==> config.mk <==
export PLATFORM = sky130hd
export DESIGN_NAME = fetch_stage
export DESIGN_NICKNAME = d
export VERILOG_FILES = /design/src/rtl/zeptron_pkg.sv /design/src/rtl/fetch_fifo.sv /design/src/rtl/fetch_stage.sv
export SDC_FILE = /design/constraint.sdc
export NUM_CORES = 1
export LEC_CHECK = 0
export ABC_AREA = 1
export CORE_ASPECT_RATIO = 1.4
export CORE_MARGIN = 4
export CORE_UTILIZATION = 53
export CTS_BUF_LIST = sky130_fd_sc_hd__clkbuf_8
export DETAILED_ROUTE_END_ITERATION = 10
export PLACE_DENSITY = 0.84
export SETUP_SLACK_MARGIN = 0.02
export SLEW_MARGIN = 10
export SYNTH_ARGS = -nofsm -noshare
export SYNTH_HDL_FRONTEND = slang
export SYNTH_HIERARCHICAL = 1
export SYNTH_SLANG_ARGS = --single-unit
==> constraint.sdc <==
create_clock -name clk -period 9.4 [get_ports clk]
set_input_delay 1.41 -clock clk [delete_from_list [all_inputs] [get_ports clk]]
set_output_delay 1.41 -clock clk [all_outputs]
set_load 0.005 [all_outputs]
==> src/rtl/zeptron_pkg.sv <==
// Shared core definitions: machine width, canonical NOP and the fetch buffer entry.
package zeptron_pkg;

  localparam int XLEN = 32;
  localparam logic [XLEN-1:0] NOP_INSTR = 32'h0000_0013;

  typedef struct packed {
    logic [XLEN-1:0] instr;
    logic [XLEN-1:0] pc;
  } fetch_entry_t;

  function automatic logic [XLEN-1:0] next_word_pc(input logic [XLEN-1:0] pc);
    return pc + XLEN'(4);
  endfunction

endpackage

==> src/rtl/fetch_fifo.sv <==
// Synchronous FIFO of fetch entries with flush; the head entry is read combinationally.
module fetch_fifo
  import zeptron_pkg::*;
#(
  parameter int FIFO_DEPTH = 2,
  localparam int AW = $clog2(FIFO_DEPTH),
  localparam int CW = AW + 1
) (
  input  logic          clk,
  input  logic          rst,
  input  logic          push_i,
  input  fetch_entry_t  push_data_i,
  input  logic          pop_i,
  input  logic          flush_i,
  output fetch_entry_t  head_o,
  output logic [CW-1:0] count_o,
  output logic          full_o,
  output logic          empty_o
);

  fetch_entry_t  mem_q [FIFO_DEPTH];
  logic [AW-1:0] wr_q, rd_q;
  logic [CW-1:0] cnt_q;
  logic          do_push, do_pop;

  assign empty_o = (cnt_q == '0);
  assign full_o  = (cnt_q == CW'(FIFO_DEPTH));
  assign count_o = cnt_q;
  assign head_o  = mem_q[rd_q];
  assign do_pop  = pop_i && !empty_o;
  // A full FIFO still accepts a push when the head leaves in the same cycle.
  assign do_push = push_i && (!full_o || do_pop);

  always_ff @(posedge clk) begin
    if (rst || flush_i) begin
      wr_q  <= '0;
      rd_q  <= '0;
      cnt_q <= '0;
    end else begin
      if (do_push) wr_q <= wr_q + 1'b1;
      if (do_pop)  rd_q <= rd_q + 1'b1;
      cnt_q <= cnt_q + CW'(do_push) - CW'(do_pop);
    end
  end

  always_ff @(posedge clk) begin
    if (do_push && !flush_i) mem_q[wr_q] <= push_data_i;
  end

  always_ff @(posedge clk) begin
    if (!rst && !flush_i) assert (!(push_i && full_o && !do_pop));
  end

endmodule

==> src/rtl/fetch_stage.sv <==
// Instruction fetch: PC, in-order imem requests, response buffering and redirect handling.
// Optional misaligned-redirect fault entry is built when FETCH_MISALIGN_TRAP_EN is defined.
module fetch_stage
  import zeptron_pkg::*;
#(
  parameter logic [XLEN-1:0] RESET_PC = 32'h0000_0000,
  parameter int FIFO_DEPTH = 2
) (
  input  logic            clk,
  input  logic            rst,
  output logic            imem_req_valid,
  input  logic            imem_req_ready,
  output logic [XLEN-1:0] imem_req_addr,
  input  logic            imem_rsp_valid,
  input  logic [XLEN-1:0] imem_rsp_data,
  input  logic            redirect_valid,
  input  logic [XLEN-1:0] redirect_pc,
  output logic            if_valid,
  input  logic            if_ready,
  output logic [XLEN-1:0] if_instr,
  output logic [XLEN-1:0] if_pc,
  output logic            if_fault
);

  localparam int CW = $clog2(FIFO_DEPTH) + 1;
  localparam logic [CW:0] DEPTH_W = (CW + 1)'(FIFO_DEPTH);

  logic [XLEN-1:0] pc_q, pc_d, rsp_pc_q, rsp_pc_d, last_pc_q, target;
  logic [CW-1:0]   out_q, out_d, drop_q, drop_d, fifo_cnt;
  logic            fault_q;
  logic            req_fire, rsp_acc, push, pop, fifo_empty, fifo_full_unused;
  fetch_entry_t    head, push_entry;

`ifdef FETCH_MISALIGN_TRAP_EN
  logic fault_d;
  assign target  = redirect_pc;
  assign fault_d = redirect_valid ? (redirect_pc[1:0] != 2'b00) : fault_q;
  always_ff @(posedge clk) begin
    if (rst) fault_q <= 1'b0;
    else     fault_q <= fault_d;
  end
`else
  logic [1:0] unused_pc_lsb;
  assign unused_pc_lsb = redirect_pc[1:0];
  assign target        = {redirect_pc[XLEN-1:2], 2'b00};
  assign fault_q       = 1'b0;
`endif

  // Requests in flight plus buffered entries never exceed the buffer, so every response has a slot.
  assign imem_req_valid = !rst && !redirect_valid && !fault_q &&
                          (({1'b0, out_q} + {1'b0, fifo_cnt}) < DEPTH_W);
  assign imem_req_addr  = pc_q;
  assign req_fire       = imem_req_valid && imem_req_ready;
  // A response with nothing outstanding belongs to a request issued before reset.
  assign rsp_acc        = imem_rsp_valid && (out_q != '0);
  assign push_entry     = '{instr: imem_rsp_data, pc: rsp_pc_q};

  assign if_valid = (!fifo_empty || fault_q) && !redirect_valid;
  assign pop      = if_valid && if_ready && !fault_q;
  assign if_instr = (fault_q || fifo_empty) ? NOP_INSTR : head.instr;
  assign if_pc    = fault_q ? pc_q : (fifo_empty ? last_pc_q : head.pc);
  assign if_fault = fault_q;

  always_comb begin
    pc_d     = pc_q;
    rsp_pc_d = rsp_pc_q;
    out_d    = out_q + CW'(req_fire) - CW'(rsp_acc);
    drop_d   = drop_q;
    push     = 1'b0;
    if (redirect_valid) begin
      pc_d     = target;
      rsp_pc_d = target;
      // Everything still in flight is stale now, including responses already marked for dropping.
      drop_d   = out_q - CW'(rsp_acc);
    end else begin
      if (req_fire) pc_d = next_word_pc(pc_q);
      if (rsp_acc) begin
        if (drop_q != '0) begin
          drop_d = drop_q - 1'b1;
        end else begin
          push     = 1'b1;
          rsp_pc_d = next_word_pc(rsp_pc_q);
        end
      end
    end
  end

  always_ff @(posedge clk) begin
    if (rst) begin
      pc_q      <= RESET_PC;
      rsp_pc_q  <= RESET_PC;
      out_q     <= '0;
      drop_q    <= '0;
      last_pc_q <= '0;
    end else begin
      pc_q     <= pc_d;
      rsp_pc_q <= rsp_pc_d;
      out_q    <= out_d;
      drop_q   <= drop_d;
      if (!fifo_empty) last_pc_q <= head.pc;
    end
  end

  fetch_fifo #(.FIFO_DEPTH(FIFO_DEPTH)) u_fifo (
    .clk         (clk),
    .rst         (rst),
    .push_i      (push),
    .push_data_i (push_entry),
    .pop_i       (pop),
    .flush_i     (redirect_valid),
    .head_o      (head),
    .count_o     (fifo_cnt),
    .full_o      (fifo_full_unused),
    .empty_o     (fifo_empty)
  );

endmodule

== Word-level counts from Yosys, hierarchy flattened ==
Memory sizes are Yosys's and may differ from the RTL's. A register that Yosys moved wholly into a read port is not among the register bits.
Index checks and enable logic that the tools add are counted.

* Register bits after elaboration: 104
* RAM bits: 128
* Input port bits: 70
* Memories kept: 1

{| class="wikitable"
|+ Memory list
! name !! depth !! width !! rd ports !! clocked after memory_dff !! write ports !! RTL line !! text
|-
| u_fifo.mem_q || 2 || 64 || 1 || 1 || 1 || fetch_fifo.sv:21 || <nowiki>fetch_entry_t mem_q [FIFO_DEPTH];</nowiki>
|}

* Add/subtract/negate cells: 11
* Magnitude comparators: 1
* Eq/ne operators: 2
* Multiplexer cells: 17
* Bitwise operators: 1
* Reductions and logical operators: 25

{| class="wikitable"
|+ Operator list
! kind !! number
|-
| $mux W32 || 7
|-
| $add A32 B3 Y32 const B || 2
|-
| $reduce_bool A2 Y1 || 5
|-
| $logic_and A1 B1 Y1 || 9
|-
| $mux W1 || 7
|-
| $mux W2 || 3
|-
| $reduce_and A2 Y1 || 3
|-
| $sub A2 B1 Y2 || 3
|-
| $add A2 B1 Y2 || 2
|-
| $logic_not A1 Y1 || 4
|-
| $add A2 B2 Y3 || 1
|-
| $lt A3 B2 Y1 const B || 1
|-
| $add A1 B1 Y1 const B || 2
|-
| $eq A2 B2 Y1 const B || 1
|-
| $logic_not A2 Y1 || 1
|-
| $logic_or A1 B1 Y1 || 2
|-
| $ne A2 B2 Y1 const B || 1
|-
| $reduce_or A2 Y1 || 1
|-
| $sub A2 B1 Y2 const B || 1
|-
| $not A1 Y1 || 1
|}

== Logic depth before layout (Yosys ltp) ==
* Depth in word-level cells: 10
* Mapped depth: 17
* Mapped depth without buffers: 16

== Cells and area by module ==
The synthesis kept the hierarchy.

{| class="wikitable"
|+ Modules (own cells, without submodules)
! module !! instances !! cells an instance !! area each (um2) !! seq. area each (um2)
|-
| fetch_stage || 1 || 960 || 5896.9 || 1921.8
|-
| fetch_fifo || 1 || 240 || 5180.0 || 3943.8
|}

== Worst setup path after synthesis ==
No wires, ideal clock.

* Path type: input-to-reg
* From: input redirect_valid
* To: memory u_fifo/mem_q[0][0] (netlist bit), enable pin
* Arrival time: 6536 ps
* Data required time: 8835 ps
* Path slack: 2300 ps
* Stages: 7
* Cell sequence: buf_2 -> buf_1 -> nor3b_1 -> inv_1 -> nand3b_1 -> nand2_1 -> nor3_1

* Word-level cells in the longest chain between the ends: 9
* Elaborated cells between the ends (all ways): 10
* Those cells by class: 3 x mux; 7 x reduce/logical

{| class="wikitable"
|+ RTL lines
! what !! RTL line !! text
|-
| start, declared || fetch_stage.sv:16 || <nowiki>input logic redirect_valid,</nowiki>
|-
| $logic_not A1 Y1 || fetch_stage.sv:58 || <nowiki>assign if_valid = (!fifo_empty || fault_q) && !redirect_valid;</nowiki>
|-
| $logic_and A1 B1 Y1 || fetch_stage.sv:58 ||
|-
| $logic_and A1 B1 Y1 || fetch_stage.sv:59 || <nowiki>assign pop = if_valid && if_ready && !fault_q;</nowiki>
|-
| named net pop || fetch_stage.sv:31 || <nowiki>logic req_fire, rsp_acc, push, pop, fifo_empty, fifo_full_unused;</nowiki>
|-
| $logic_and A1 B1 Y1 || fetch_fifo.sv:30 || <nowiki>assign do_pop = pop_i && !empty_o;</nowiki>
|-
| $logic_or A1 B1 Y1 || fetch_fifo.sv:32 || <nowiki>assign do_push = push_i && (!full_o || do_pop);</nowiki>
|-
| $logic_and A1 B1 Y1 || fetch_fifo.sv:32 ||
|-
| $logic_and A1 B1 Y1 || fetch_fifo.sv:47 || <nowiki>if (do_push && !flush_i) mem_q[wr_q] <= push_data_i;</nowiki>
|-
| $mux W1 || fetch_fifo.sv:47 ||
|-
| $mux W1 (implied by the code) || fetch_fifo.sv:47 ||
|-
| end, declared || fetch_fifo.sv:21 ||
|}

The timed path passes the listed nets, and every way through them passes these cells.

== Worst setup path after layout ==
* From: register u_fifo.cnt_q[1] (netlist: u_fifo/count_o[1])
* To: output if_pc[6]

* Word-level cells in the longest chain between the ends: 2

{| class="wikitable"
|+ RTL lines
! what !! RTL line !! text
|-
| start, declared || fetch_fifo.sv:23 || <nowiki>logic [CW-1:0] cnt_q;</nowiki>
|-
| start signal, assigned || fetch_fifo.sv:42 || <nowiki>cnt_q <= cnt_q + CW'(do_push) - CW'(do_pop);</nowiki>
|-
| $logic_not A2 Y1 || fetch_fifo.sv:26 || <nowiki>assign empty_o = (cnt_q == '0);</nowiki>
|-
| named net fifo_empty || fetch_stage.sv:31 ||
|-
| $mux W32 || n/a ||
|-
| end, declared || fetch_stage.sv:21 || <nowiki>output logic [XLEN-1:0] if_pc,</nowiki>
|}

The timed path passes the listed nets, and every way through them passes these cells.

==> results_dict.tcl <==
set metrics [dict create \
    finalNetCount 1446 \
    powerDensity_nw_per_um2 160 \
    final_util_pct 65.4 \
    dp.cells 1587 \
    worstPathArrival_ps 3080 \
    syn_inst 1199 \
    cts_setup_buffers 0 \
    crit_required_ps 7990 \
    num_vias 8659 \
    critical_path.max_stage_delay_ps 670 \
    slew_headroom_pct 31.4 \
    finalNonFillerCells 1650 \
    setup_violations 0 \
    grt_max_degree 89 \
    num_antenna_cells 0 \
    critical_path.startpoint "u_fifo/count_o[1]" \
    skew_ps 21.3 \
    postRouteAntennaNets 0 \
    die_area_sq_um 23300 \
    avgSynthCellArea_sq_um 9.24 \
    r2r-end "u_fifo/mem_q[1][46]" \
    r2r_cells 7 \
    cp_common_cell "nand2_1" \
    area_growth_syn_to_layout_pct 21.5 \
    status "finished clean" \
    tns_ps 0 \
    period_share_pct 47.7 \
    drive_gt1_share_pct 11.8 \
    fp.dieW_microns 130 \
    peakVddDrop_mv 0.0968 \
    cap_viol_max_count 0 \
    yosys_warnings 6 \
    critPathCapture "if_pc[6]" \
    syn_area_sq_um 11100 \
    cp-start-kind "flop" \
    grt_antenna_before_repair 0 \
    globalplace.congestion 0.942 \
    drtIter0Drc 519 \
    htreeDepth 2 \
    crit_fanout 69 \
    cts_tree "yes" \
    worst_slew_pin_slew_ps 1030 \
    period_needed_ps 4490 \
    cp-end-kind "output pin" \
    cts_resized 0 \
    reg2reg_setup_slack_ps 6340 \
    clkTransAtPathRegs_ps 60 \
    numCtsBuffers 35 \
    grt_pass1_vias 8718 \
    io_pins 169 \
    grt_pass1_wl_mm 40.5 \
    initial_utilization_pct 53.9 \
    slew_violations 0 \
    die_y_microns 179 \
    avgViaCountPerCell 5.25 \
    portBuffers 163 \
    hold_buffers 0 \
    clock-sinks 229 \
    first_pass_iters 5 \
    hold_class "reg2reg" \
    grt.total_usage_pct 21.6 \
    p_leak_nw 5.35 \
    finalHoldViolCount 0 \
    cts_root_buf "clkbuf_8" \
    critPathKind "reg2out" \
    finalWirelength_mm 25.2 \
    clock_latency_ps 520 \
    drc_errors 0 \
    r2r-start "out_q[1]" \
    rsz0062_at_grt "no" \
    design.core.area_sq_um 20600 \
    path_cells "nor2_4, buf_4, inv_1, nand2_1, nand2_1, clkdlybuf4s50_1" \
    grt.overflow.total 0 \
    rows 62 \
    wire_per_inst_microns 15.2 \
    hpwl_mm 17.3 \
    crit_slowest_cell "inv_1" \
    fill_cells 1612 \
    cts_max_path_buffers 3 \
    fmax_mhz 223 \
]
[per-stage QoR]
step	hold slack [ps]	power (mW)	setup WS [ps]	instance area, sq um
final	471	2.16	4910	13500
after global routing	492	2.25	4600	13500
after CTS	473	2.18	4830	13500
after detailed placement	464	1.41	4980	12800
after global placement	451	1.40	4980	12800
after floorplan	444	1.30	2300	11100
[state kept, by name (all words and copies together), names as in the netlist, 2 cells and up, named ones only]
signal / flops
rsp_pc_q: 30
drop_q: 2
out_q: 2
u_fifo/mem_q: 128
imem_req_addr: 30
u_fifo/count_o: 2
last_pc_q: 32
[final cells by class]
type	instances	area (sq um)	area share, %
flip-flops and latches	229	5870	43.6
multi-input cells	801	4450	33.1
repair buffers	169	1670	12.4
clock buffers	37	509	3.79
inverters	132	498	3.70
well taps	256	320	2.38
clock inverters	26	138	1.02
[placed cells by master, fill, tap and decap left out, types with 16 or more instances in the layout]
cell type	n
nand2_1	324
clkdlybuf4s50_1	161
inv_1	141
edfxtp_1	128
nor2_1	110
dfxtp_1	100
a21oi_1	85
nand3_1	60
mux2_4	60
clkbuf_8	37
o21ai_0	29
a31oi_1	16
[critical path, delay by kind of cell, from the launching register on]
family,cells,cell delay (ps)
buf+inv,3,1690
flops,1,380
simple gates,3,440
[layer usage]
layer  GRT usage (%)  wire [microns]  up-vias
met5               0               0        -
met4            8.84             852        0
met3            3.87            1550       67
met2            39.4           12800      313
met1            24.5            9930     3987
li1                -               -     4292
[worst min-delay path by stage]
| stage | from | endpoint | slack, ps | depth (start not counted) |
|---|---|---|---|---|
| floorplan | last_pc_q[30] | last_pc_q[30] | 440 | 2 |
| global placement | last_pc_q[30] | last_pc_q[30] | 450 | 2 |
| detailed placement | last_pc_q[13] | last_pc_q[13] | 460 | 2 |
| CTS | last_pc_q[20] | last_pc_q[20] | 470 | 2 |
| global route | last_pc_q[11] | last_pc_q[11] | 490 | 2 |
| finish | last_pc_q[21] | last_pc_q[21] | 470 | 2 |
[where the power goes]
part,switching (mW),internal [mW]
Sequential,0.0396,1.10
Combinational,0.135,0.116
Clock,0.373,0.394
Total,0.548,1.61
(Power assumes the default switching activity.)
